**src/rtl/sipo_framer_if.sv**
```systemverilog
// Bus bundle for sipo_framer: serial input side plus the parallel word output slot.
interface sipo_framer_if #(
    parameter int unsigned WIDTH = 8
);
    logic             I;
    logic             I_VALID;
    logic             SYNC;
    logic             O_READY;
    logic             CLR_OVERRUN;
    logic [WIDTH-1:0] SHIFT;
    logic [WIDTH-1:0] O;
    logic             O_VALID;
    logic             OVERRUN;

    // Serial source and word consumer.
    modport master (
        output I, I_VALID, SYNC, O_READY, CLR_OVERRUN,
        input  SHIFT, O, O_VALID, OVERRUN
    );

    // The framer itself.
    modport slave (
        input  I, I_VALID, SYNC, O_READY, CLR_OVERRUN,
        output SHIFT, O, O_VALID, OVERRUN
    );
endinterface

```
**src/rtl/sipo_framer.sv**
```systemverilog
// Serial-to-parallel deserialiser with SYNC frame alignment and a
// valid/ready output register that flags dropped words as OVERRUN.
module sipo_framer #(
    parameter int unsigned WIDTH     = 8,
    parameter bit          MSB_FIRST = 1'b1
) (
    input logic         CLK,
    input logic         RESET,
    sipo_framer_if.slave bus
);
    localparam int unsigned CW = $clog2(WIDTH);

    logic [WIDTH-1:0] r_shift;
    logic [WIDTH-1:0] r_o;
    logic [CW-1:0]    r_cnt;
    logic             r_o_valid;
    logic             r_overrun;

    logic [WIDTH-1:0] w_shift_next;
    logic             w_complete;
    logic             w_slot_free;

    // Shift direction picks which end the first bit of a frame ends up at.
    if (MSB_FIRST) begin : g_msb
        assign w_shift_next = {r_shift[WIDTH-2:0], bus.I};
    end else begin : g_lsb
        assign w_shift_next = {bus.I, r_shift[WIDTH-1:1]};
    end

    // A SYNC bit always restarts the frame, so it can never complete one.
    assign w_complete  = bus.I_VALID && !bus.SYNC && (r_cnt == CW'(WIDTH - 1));
    assign w_slot_free = !r_o_valid || bus.O_READY;

    // Shift register and frame bit counter.
    always_ff @(posedge CLK or posedge RESET) begin
        if (RESET) begin
            r_shift <= '0;
            r_cnt   <= '0;
        end else if (bus.I_VALID) begin
            r_shift <= w_shift_next;
            if (bus.SYNC) begin
                r_cnt <= CW'(1);
            end else if (w_complete) begin
                r_cnt <= '0;
            end else begin
                r_cnt <= r_cnt + CW'(1);
            end
        end else if (bus.SYNC) begin
            r_cnt <= '0;
        end
    end

    // Output slot: load on completion if free, drop and flag if busy, else drain on accept.
    always_ff @(posedge CLK or posedge RESET) begin
        if (RESET) begin
            r_o       <= '0;
            r_o_valid <= 1'b0;
            r_overrun <= 1'b0;
        end else begin
            if (w_complete && w_slot_free) begin
                r_o       <= w_shift_next;
                r_o_valid <= 1'b1;
            end else if (!w_complete && r_o_valid && bus.O_READY) begin
                r_o_valid <= 1'b0;
            end

            // A drop in the same cycle as a clear keeps the flag set.
            if (w_complete && !w_slot_free) begin
                r_overrun <= 1'b1;
            end else if (bus.CLR_OVERRUN) begin
                r_overrun <= 1'b0;
            end
        end
    end

    assign bus.SHIFT   = r_shift;
    assign bus.O       = r_o;
    assign bus.O_VALID = r_o_valid;
    assign bus.OVERRUN = r_overrun;
endmodule

```
**src/flat_wrapper.sv**
```systemverilog
// flat-port wrapper written by rule: the top's interface ports become plain ports
module sipo_framer_flat 
#(
    parameter int unsigned WIDTH     = 8,
    parameter bit          MSB_FIRST = 1'b1
)
  (CLK, RESET, bus_I, bus_I_VALID, bus_SYNC, bus_O_READY, bus_CLR_OVERRUN, bus_SHIFT, bus_O, bus_O_VALID, bus_OVERRUN);
  sipo_framer_if #(.WIDTH(WIDTH)) bus_i ();
  input logic CLK;
  input logic RESET;
  input wire logic [$bits(bus_i.I)-1:0] bus_I;
  input wire logic [$bits(bus_i.I_VALID)-1:0] bus_I_VALID;
  input wire logic [$bits(bus_i.SYNC)-1:0] bus_SYNC;
  input wire logic [$bits(bus_i.O_READY)-1:0] bus_O_READY;
  input wire logic [$bits(bus_i.CLR_OVERRUN)-1:0] bus_CLR_OVERRUN;
  output wire logic [$bits(bus_i.SHIFT)-1:0] bus_SHIFT;
  output wire logic [$bits(bus_i.O)-1:0] bus_O;
  output wire logic [$bits(bus_i.O_VALID)-1:0] bus_O_VALID;
  output wire logic [$bits(bus_i.OVERRUN)-1:0] bus_OVERRUN;
  assign bus_i.I = bus_I;
  assign bus_i.I_VALID = bus_I_VALID;
  assign bus_i.SYNC = bus_SYNC;
  assign bus_i.O_READY = bus_O_READY;
  assign bus_i.CLR_OVERRUN = bus_CLR_OVERRUN;
  assign bus_SHIFT = bus_i.SHIFT;
  assign bus_O = bus_i.O;
  assign bus_O_VALID = bus_i.O_VALID;
  assign bus_OVERRUN = bus_i.OVERRUN;
  sipo_framer #(.WIDTH(WIDTH), .MSB_FIRST(MSB_FIRST)) u_core (.CLK(CLK), .RESET(RESET), .bus(bus_i));
endmodule
```
**config.mk**
```make
export PLATFORM = sky130hd
export DESIGN_NAME = sipo_framer_flat
export DESIGN_NICKNAME = d
export VERILOG_FILES = /design/src/rtl/sipo_framer_if.sv /design/src/rtl/sipo_framer.sv /design/src/flat_wrapper.sv
export SDC_FILE = /design/constraint.sdc
export NUM_CORES = 1
export LEC_CHECK = 0
export ABC_AREA = 1
export BUFFER_PORTS_ARGS = -buffer_cell sky130_fd_sc_hd__buf_2
export CAP_MARGIN = 10
export CELL_PAD_IN_SITES_DETAIL_PLACEMENT = 1
export CELL_PAD_IN_SITES_GLOBAL_PLACEMENT = 2
export CORE_MARGIN = 2
export CORE_UTILIZATION = 26
export DETAILED_ROUTE_END_ITERATION = 7
export PLACE_DENSITY_LB_ADDON = 0.1
export SYNTH_ARGS = -nofsm -noshare
export SYNTH_HDL_FRONTEND = slang
export SYNTH_SLANG_ARGS = --single-unit
```
**constraint.sdc**
```tcl
create_clock -name CLK -period 1.2 [get_ports CLK]
set_input_delay 0 -clock CLK [delete_from_list [all_inputs] [get_ports CLK]]
set_output_delay 0 -clock CLK [all_outputs]
set_load 0.02 [all_outputs]
```
# Word-level counts from Yosys, hierarchy flattened

Index checks and enable logic that the tools add are counted.
W data, S select, Z words.

Flip-flop bits (word level): 21
Output and inout port bits: 18
Logic and storage cells: 29

Eq/ne operators: 1
Add/subtract/negate cells: 1
Muxes and demuxes: 8
Reduce and logical (&&, ||, !) cells: 14

Operator list:

| kind                  | number |
|---|---|
| $mux W3               | 4 |
| $logic_and A1 B1 Y1   | 6 |
| $reduce_bool A2 Y1    | 3 |
| $logic_not A1 Y1      | 4 |
| $mux W1               | 4 |
| $add A3 B1 Y3 const B | 1 |
| $eq A3 B3 Y1 const B  | 1 |
| $logic_or A1 B1 Y1    | 1 |

# Depth between registers and ports, before layout

Gate-level depths: netlist of the first run.

Depth after elaboration: 8
Depth in mapped cells: 6
Depth with buffers taken out: 5

# Worst setup path after synthesis of the first run

Ideal clock, no wire load.

Kind: reg-to-reg
Start point: register u_core.r_cnt[0]
End point: register u_core.r_overrun, in the netlist u_core.bus.OVERRUN
Setup time: 124 ps
Required time: 1076 ps
Arrival: 1089 ps
Period minus slack after synthesis: 1212 ps
Slack: -12 ps
Cell stages (with the launch flop): 6
Cells stage by stage: dfrtp_1 > ha_1 > ha_1 > buf_2 > nand2_1 > o21ai_1

Cells in the longest elaborated chain, start to end: 4
Elaborated cells between the ends (all ways): 5
Those cells by class: 1 x eq/ne; 1 x mux; 3 x reduce/logical

RTL lines:

| item                                                 | line              | source |
|---|---|---|
| start, declared                                      | sipo_framer.sv:15 | `logic [CW-1:0] r_cnt;` |
| start signal, assigned                               | sipo_framer.sv:46 | `r_cnt <= r_cnt + CW'(1);` |
| $eq A3 B3 Y1 (*)                                     | sipo_framer.sv:31 | `assign w_complete = bus.I_VALID && !bus.SYNC && (r_cnt == CW'(WIDTH - 1));` |
| $logic_and A1 B1 Y1 (*)                              | sipo_framer.sv:31 |  |
| $logic_and A1 B1 Y1 (*)                              | sipo_framer.sv:68 | `if (w_complete && !w_slot_free) begin` |
| $mux W1 / $reduce_bool A2 Y1 (equally long branches) | --                |  |
| end signal, assigned                                 | sipo_framer.sv:58 | `r_overrun <= 1'b0;` |
| end signal, assigned                                 | sipo_framer.sv:69 | `r_overrun <= 1'b1;` |
| end signal, assigned                                 | sipo_framer.sv:71 | `r_overrun <= 1'b0;` |
| end, declared                                        | sipo_framer.sv:17 | `logic r_overrun;` |

Mark *: on every way between the ends. The rest lies on a longest branch, timed or not.
A chain may end at the register's enable or synchronous reset.

# Final worst setup path of the first run

Start point: register u_core.r_cnt[1]
End point: register u_core.r_o[7], in the netlist u_core.bus.O[7]

Cells in the longest elaborated chain, start to end: 3

RTL lines:

| item                 | line              | source |
|---|---|---|
| $eq A3 B3 Y1         | sipo_framer.sv:31 |  |
| $logic_and A1 B1 Y1  | sipo_framer.sv:31 |  |
| $logic_and A1 B1 Y1  | sipo_framer.sv:60 | `if (w_complete && w_slot_free) begin` |
| end signal, assigned | sipo_framer.sv:61 | `r_o <= w_shift_next;` |
| end, declared        | sipo_framer.sv:14 | `logic [WIDTH-1:0] r_o;` |

No other way between the ends.

==> qor.csv, run 1 <==
metric,value,unit
status,completed,
synth.yosys.seq_area_share,0.572,
fin_crit,1.16,ns
synthArstFlopShare,1.00,
synth_cells,100,
hold_end,u_core.bus.SHIFT[2],
reg2reg_to,u_core.bus.O[7],
yosys_warnings,0,
final_cells,178,
io_pins,25,
tritoncts,done,
rows,21,
critPathLaunchType,flip-flop,
io_buffer_count,24,
met3_length,124,um
setup_viol,0,
syn_to_final_growth,28.3,%
worst_pin_slew,0.277,ns
critPathCaptureType,flip-flop,
vdd_ir_drop_max,684,uV
hpwlAfterDp,1.50,mm
layout-drive-gt1-share,0.295,
fillCellCount,425,
synth_edf_count,0,
hold_class,in2reg,
maxSlewHeadroom,0.815,
grt_max_degree,22,
cp.arrival,1.37,ns
clockRootBuffer,clkbuf_4,
maxCapViolCount,0,
antenna_found_initial,0,
drt_iter0_drc,6,
clockBufferDepth,2,
drcViolationCount,0,
n_antenna_cell,0,
fin_area,0.00118,mm^2
dp_cells,168,
wl_per_cell,11.4,um
first_pass_iters,3,
htreeDepth,1,
path_class,reg2reg,
ys.flop_type,dfrtp_1,
grt_pass1_wl,3.50,mm
vias,757,
start_util,0.273,
r2r-start,u_core.r_cnt[1],
reg2reg_slack,0.04,ns
synth_area,918,um^2
synth_common_cells,"nand2_1, dfrtp_1, nand4_1",
gp_congestion,0.675,
antenna_left,0,
vias_per_cell,4.25,
min_from,bus_I_VALID,
die-area,0.00402,mm^2
crit_chain,ha_2 > ha_4 > buf_6 > nand4_1 > nand2_1,
hold_violations,0,
route.top_layer_used,met4,
grt_overflow,0,
seqCellArea,526,um^2
dieHeight,63.4,um
worstSetupStartpoint,u_core.r_cnt[1],
crit_fanout,7,
met2_length,935,um
grt_usage,0.111,
path_clk_slew,0.12,ns
multi_input_area,342,um^2
powerDensity,1180,mW/mm^2
fin_crit_sh,0.966,
required,1.41,ns
syn-num-nets,109,
cpPeakStageDelay,0.40,ns
fin_worst_skew,0.00585,ns
wl,2.04,mm
timing.hold.ws,0.0283,ns
nets,142,
die-width,63.4,um
reg2regPathDepth,5,
synth_area_leaders,"dfrtp_1, nand2_1, nand4_1",
core_area,0.00336,mm^2
leakagePower,0.000678,uW
clock_sinks,21,
yosysTopAreaCellShare,0.572,
rsz0062_at_grt,true,
first_global_vias,727,
max_freq,863,MHz
dpl_cell_area,0.00108,mm^2
synth.avg_cell_area,9.18,um^2
met1_length,959,um
synth_top_cell_by_area,dfrtp_1,
fin_tns_setup,0,ns
cts_buffers,3,
whs_path_depth,3,
worstSkewPairLatency,0.30,ns
yosys.cell_count.top_type,nand2_1,
drv_slew,0,
ys_types,15,
critical_path.slowest_cell,dfrtp_1,
ys_seq_elements,21,
## through the flow
step / power, uW / utilization / setup slack, ns
floorplan: 962 / - / 0.0337
global placement: 1050 / 0.322 / 0.0190
detailed placement: 1050 / 0.322 / -0.0334
CTS: 1410 / 0.342 / 0.0213
global route: 1480 / 0.350 / -0.0153
finish: 1390 / 0.350 / 0.0407
## worst max path at each step
stage / cells after the start / slack, ns / end
after floorplan: 5 / 0.03 / u_core.bus.OVERRUN
after global placement: 5 / 0.02 / u_core.bus.O[3]
after detailed placement: 5 / -0.03 / u_core.bus.O[6]
after CTS: 5 / 0.02 / u_core.bus.O[6]
after global routing: 5 / -0.02 / u_core.bus.O[1]
final: 5 / 0.04 / u_core.bus.O[7]
## critical path: cells and delay by family (launching register included)
| kind | cells | cell delay [ns] |
|---|---|---|
| buffers and inverters | 1 | 0.13 |
| adder cells (fa/ha/maj) | 2 | 0.39 |
| AND/OR/NAND/NOR | 2 | 0.15 |
| flip-flops | 1 | 0.40 |
## power breakdown
group / total, uW / switching [uW] / internal, uW / leakage [uW]
Clock: 337 / 207 / 129 / 0.0000150
Combinational: 247 / 153 / 93.8 / 0.000382
Sequential: 809 / 49.4 / 760 / 0.000281
Total: 1390 / 410 / 983 / 0.000678
## state kept, by name, indices dropped and copies added, names as in the netlist
register	cells
u_core.r_cnt	3
u_core.bus.SHIFT	8
u_core.bus.O	8
u_core.bus.O_VALID	1
u_core.bus.OVERRUN	1
## final cells by class
class / instances / share of cell area
flip-flops and latches: 21 / 0.446
inverters: 7 / 0.0244
multi-input cells: 67 / 0.290
repair buffers: 33 / 0.169
clock buffers: 4 / 0.0223
well taps: 46 / 0.0488
## cells in the final DEF, fill, tap and decap left out, drive strengths merged
cell / count
nand4: 8
nand2: 46
a21oi: 1
dfrtp: 21
inv: 7
ha: 2
o21ai: 1
buf: 30
dlygate4sd3: 3
nor2: 4
nand3: 5
clkbuf: 4
## layer usage
layer,vias to the layer above,global-route usage
met5,-,0
met4,0,0.0163
met3,2,0.0429
met2,21,0.168
met1,354,0.153
li1,380,-
## logic make-up after synthesis
kind of cell / share of synthesized area
AND/OR/NAND/NOR: 0.317
flip-flops: 0.572
buffers and inverters: 0.0722
AO/OA/AOI/OAI: 0.0109
adder cells (fa/ha/maj): 0.0272
## what timing repair did
action | CTS | global route
resized for setup | 1 | 4
endpoints found under the setup margin | 8 | 11
pin swaps | 0 | 3
setup buffers | 0 | 3
hold buffers | 3 | 0
hold endpoints to repair | 24 | 0
Note: power is estimated with default switching activity, not from simulation.
==> run 2, diff against run 1 <==
--- a/config.mk
+++ b/config.mk
@@ -14,6 +14,7 @@
 export CORE_UTILIZATION = 26
 export DETAILED_ROUTE_END_ITERATION = 7
 export PLACE_DENSITY_LB_ADDON = 0.1
+export REMOVE_ABC_BUFFERS = 1
 export SYNTH_ARGS = -nofsm -noshare
 export SYNTH_HDL_FRONTEND = slang
 export SYNTH_SLANG_ARGS = --single-unit
==> qor.csv, run 2 (synthesized netlist as in run 1, its figures left out) <==
metric,value,unit
status,completed,
die-area,0.00402,mm^2
cts_buffers,3,
dp_slack,-0.166,ns
utilization,0.351,
fin_worst_skew,0.00418,ns
wl_per_cell,12.1,um
reg2regPathDepth,5,
fillCellCount,422,
whs_path_depth,3,
antenna_found_initial,0,
dp_cells,169,
setup_viol,0,
die-width,63.4,um
combPwrFrac,0.173,
worst_pin_slew,0.284,ns
antenna_left,0,
dieHeight,63.4,um
hpwlAfterDp,1.54,mm
drv_slew,0,
layout_common_cells,"nand2_1, buf_2, dfrtp_1",
clock_sinks,21,
setup_ws,0.0337,ns
min_from,bus_I_VALID,
hold_class,in2reg,
leakagePower,0.000677,uW
reg2reg_to,u_core.bus.O[5],
crit_fanout,7,
path_class,reg2reg,
start_util,0.273,
final_common_cell,nand2_1,
rows,21,
io_pins,25,
fin_crit,1.17,ns
drt_iter0_drc,34,
fin_crit_sh,0.972,
htreeDepth,1,
seq_power_share,0.579,
worstSkewPairLatency,0.30,ns
maxSlewHeadroom,0.811,
clockBufferDepth,2,
io_buffer_count,24,
vias,750,
r2r-start,u_core.r_cnt[1],
hold_violations,0,
reg2reg_slack,0.03,ns
nets,142,
seqCellArea,526,um^2
maxCapViolCount,0,
final_cells,178,
layout-drive-gt1-share,0.303,
hold_end,u_core.bus.SHIFT[3],
vias_per_cell,4.21,
wl,2.16,mm
critPathCaptureType,flip-flop,
grt_usage,0.116,
path_clk_slew,0.12,ns
n_antenna_cell,0,
powerDensity,1190,mW/mm^2
critPathLaunchType,flip-flop,
gp_congestion,0.689,
grt_overflow,0,
finalPower,1400,uW
clockPowerShare,0.248,
core_area,0.00336,mm^2
dpl_cell_area,0.00109,mm^2
vdd_ir_drop_max,422,uV
syn_to_final_growth,28.6,%
p_sw_frac,0.300,
p_sw,421,uW
tritoncts,done,
rsz0062_at_grt,true,
first_global_vias,733,
clockRootBuffer,clkbuf_4,
multi_input_area,344,um^2
cp.arrival,1.37,ns
grt_max_degree,22,
cell_internal_pwr,979,uW
required,1.41,ns
fin_area,0.00118,mm^2
first_pass_iters,3,
max_freq,857,MHz
grt_pass1_wl,3.57,mm
drcViolationCount,0,
-- run 2: cell counts in the layout (fill, tap and decap cells not counted) --
No cell type changed its count.
-- run 2: critical path: stages, from the launching register on --
cell     delay (ns)
dfrtp_1        0.41
ha_2           0.20
ha_4           0.19
buf_6          0.13
nand4_1        0.09
nand2_1        0.06
-- run 2: stage by stage --
step / hold slack, ns / TNS, ns
5_1_grt: 0.0150 / -0.0382
6_report: 0.0190 / 0
2_1_floorplan: -0.0235 / -0.109
3_3_place_gp: 0.0476 / -0.993
3_5_place_dp: 0.0578 / -1.66
4_1_cts: 0.00838 / 0
-- run 2: area by class of cell --
type / count / area share
Inverter: 7 / 0.0244
Multi-Input combinational cell: 67 / 0.291
Tap cell: 46 / 0.0487
Clock buffer: 4 / 0.0222
Sequential cell: 21 / 0.445
Timing Repair Buffer: 33 / 0.168
-- run 2: per-layer routing --
layer,track usage,vias to the layer above,share of wire
met5,0,-,0
li1,-,381,-
met3,0.0268,2,0.030
met1,0.147,356,0.46
met4,0.0489,0,0.0060
met2,0.187,11,0.51
-- run 2: how the worst max path moves through the flow --
stage,startpoint,endpoint,slack (ns),cells past startpoint
floorplan,u_core.r_cnt[0],u_core.bus.O[0],-0.01,5
global placement,u_core.r_cnt[0],u_core.bus.O[6],-0.10,5
detailed placement,u_core.r_cnt[0],u_core.bus.O[1],-0.17,5
CTS,u_core.r_cnt[0],u_core.bus.O[7],0.02,5
global route,u_core.r_cnt[1],u_core.bus.O[0],-0.01,5
finish,u_core.r_cnt[1],u_core.bus.O[5],0.03,5
-- run 2: what timing repair did --
action	in CTS	in global routing
endpoints found under the setup margin	13	9
gates resized for setup	2	4
pin swaps	0	3
buffers inserted	0	2
gates cloned	0	0
hold buffers	3	0
hold endpoints to repair	24	0
-- run 2: power groups by stage --
| stage | clock, uW | combinational [uW] | sequential (uW) |
|---|---|---|---|
| 2_1_floorplan | 0 | 80.6 | 868 |
| 3_3_place_gp | 0 | 226 | 823 |
| 3_5_place_dp | 0 | 231 | 825 |
| 4_1_cts | 379 | 241 | 812 |
| 5_1_grt | 412 | 272 | 821 |
| 6_report | 347 | 242 | 811 |
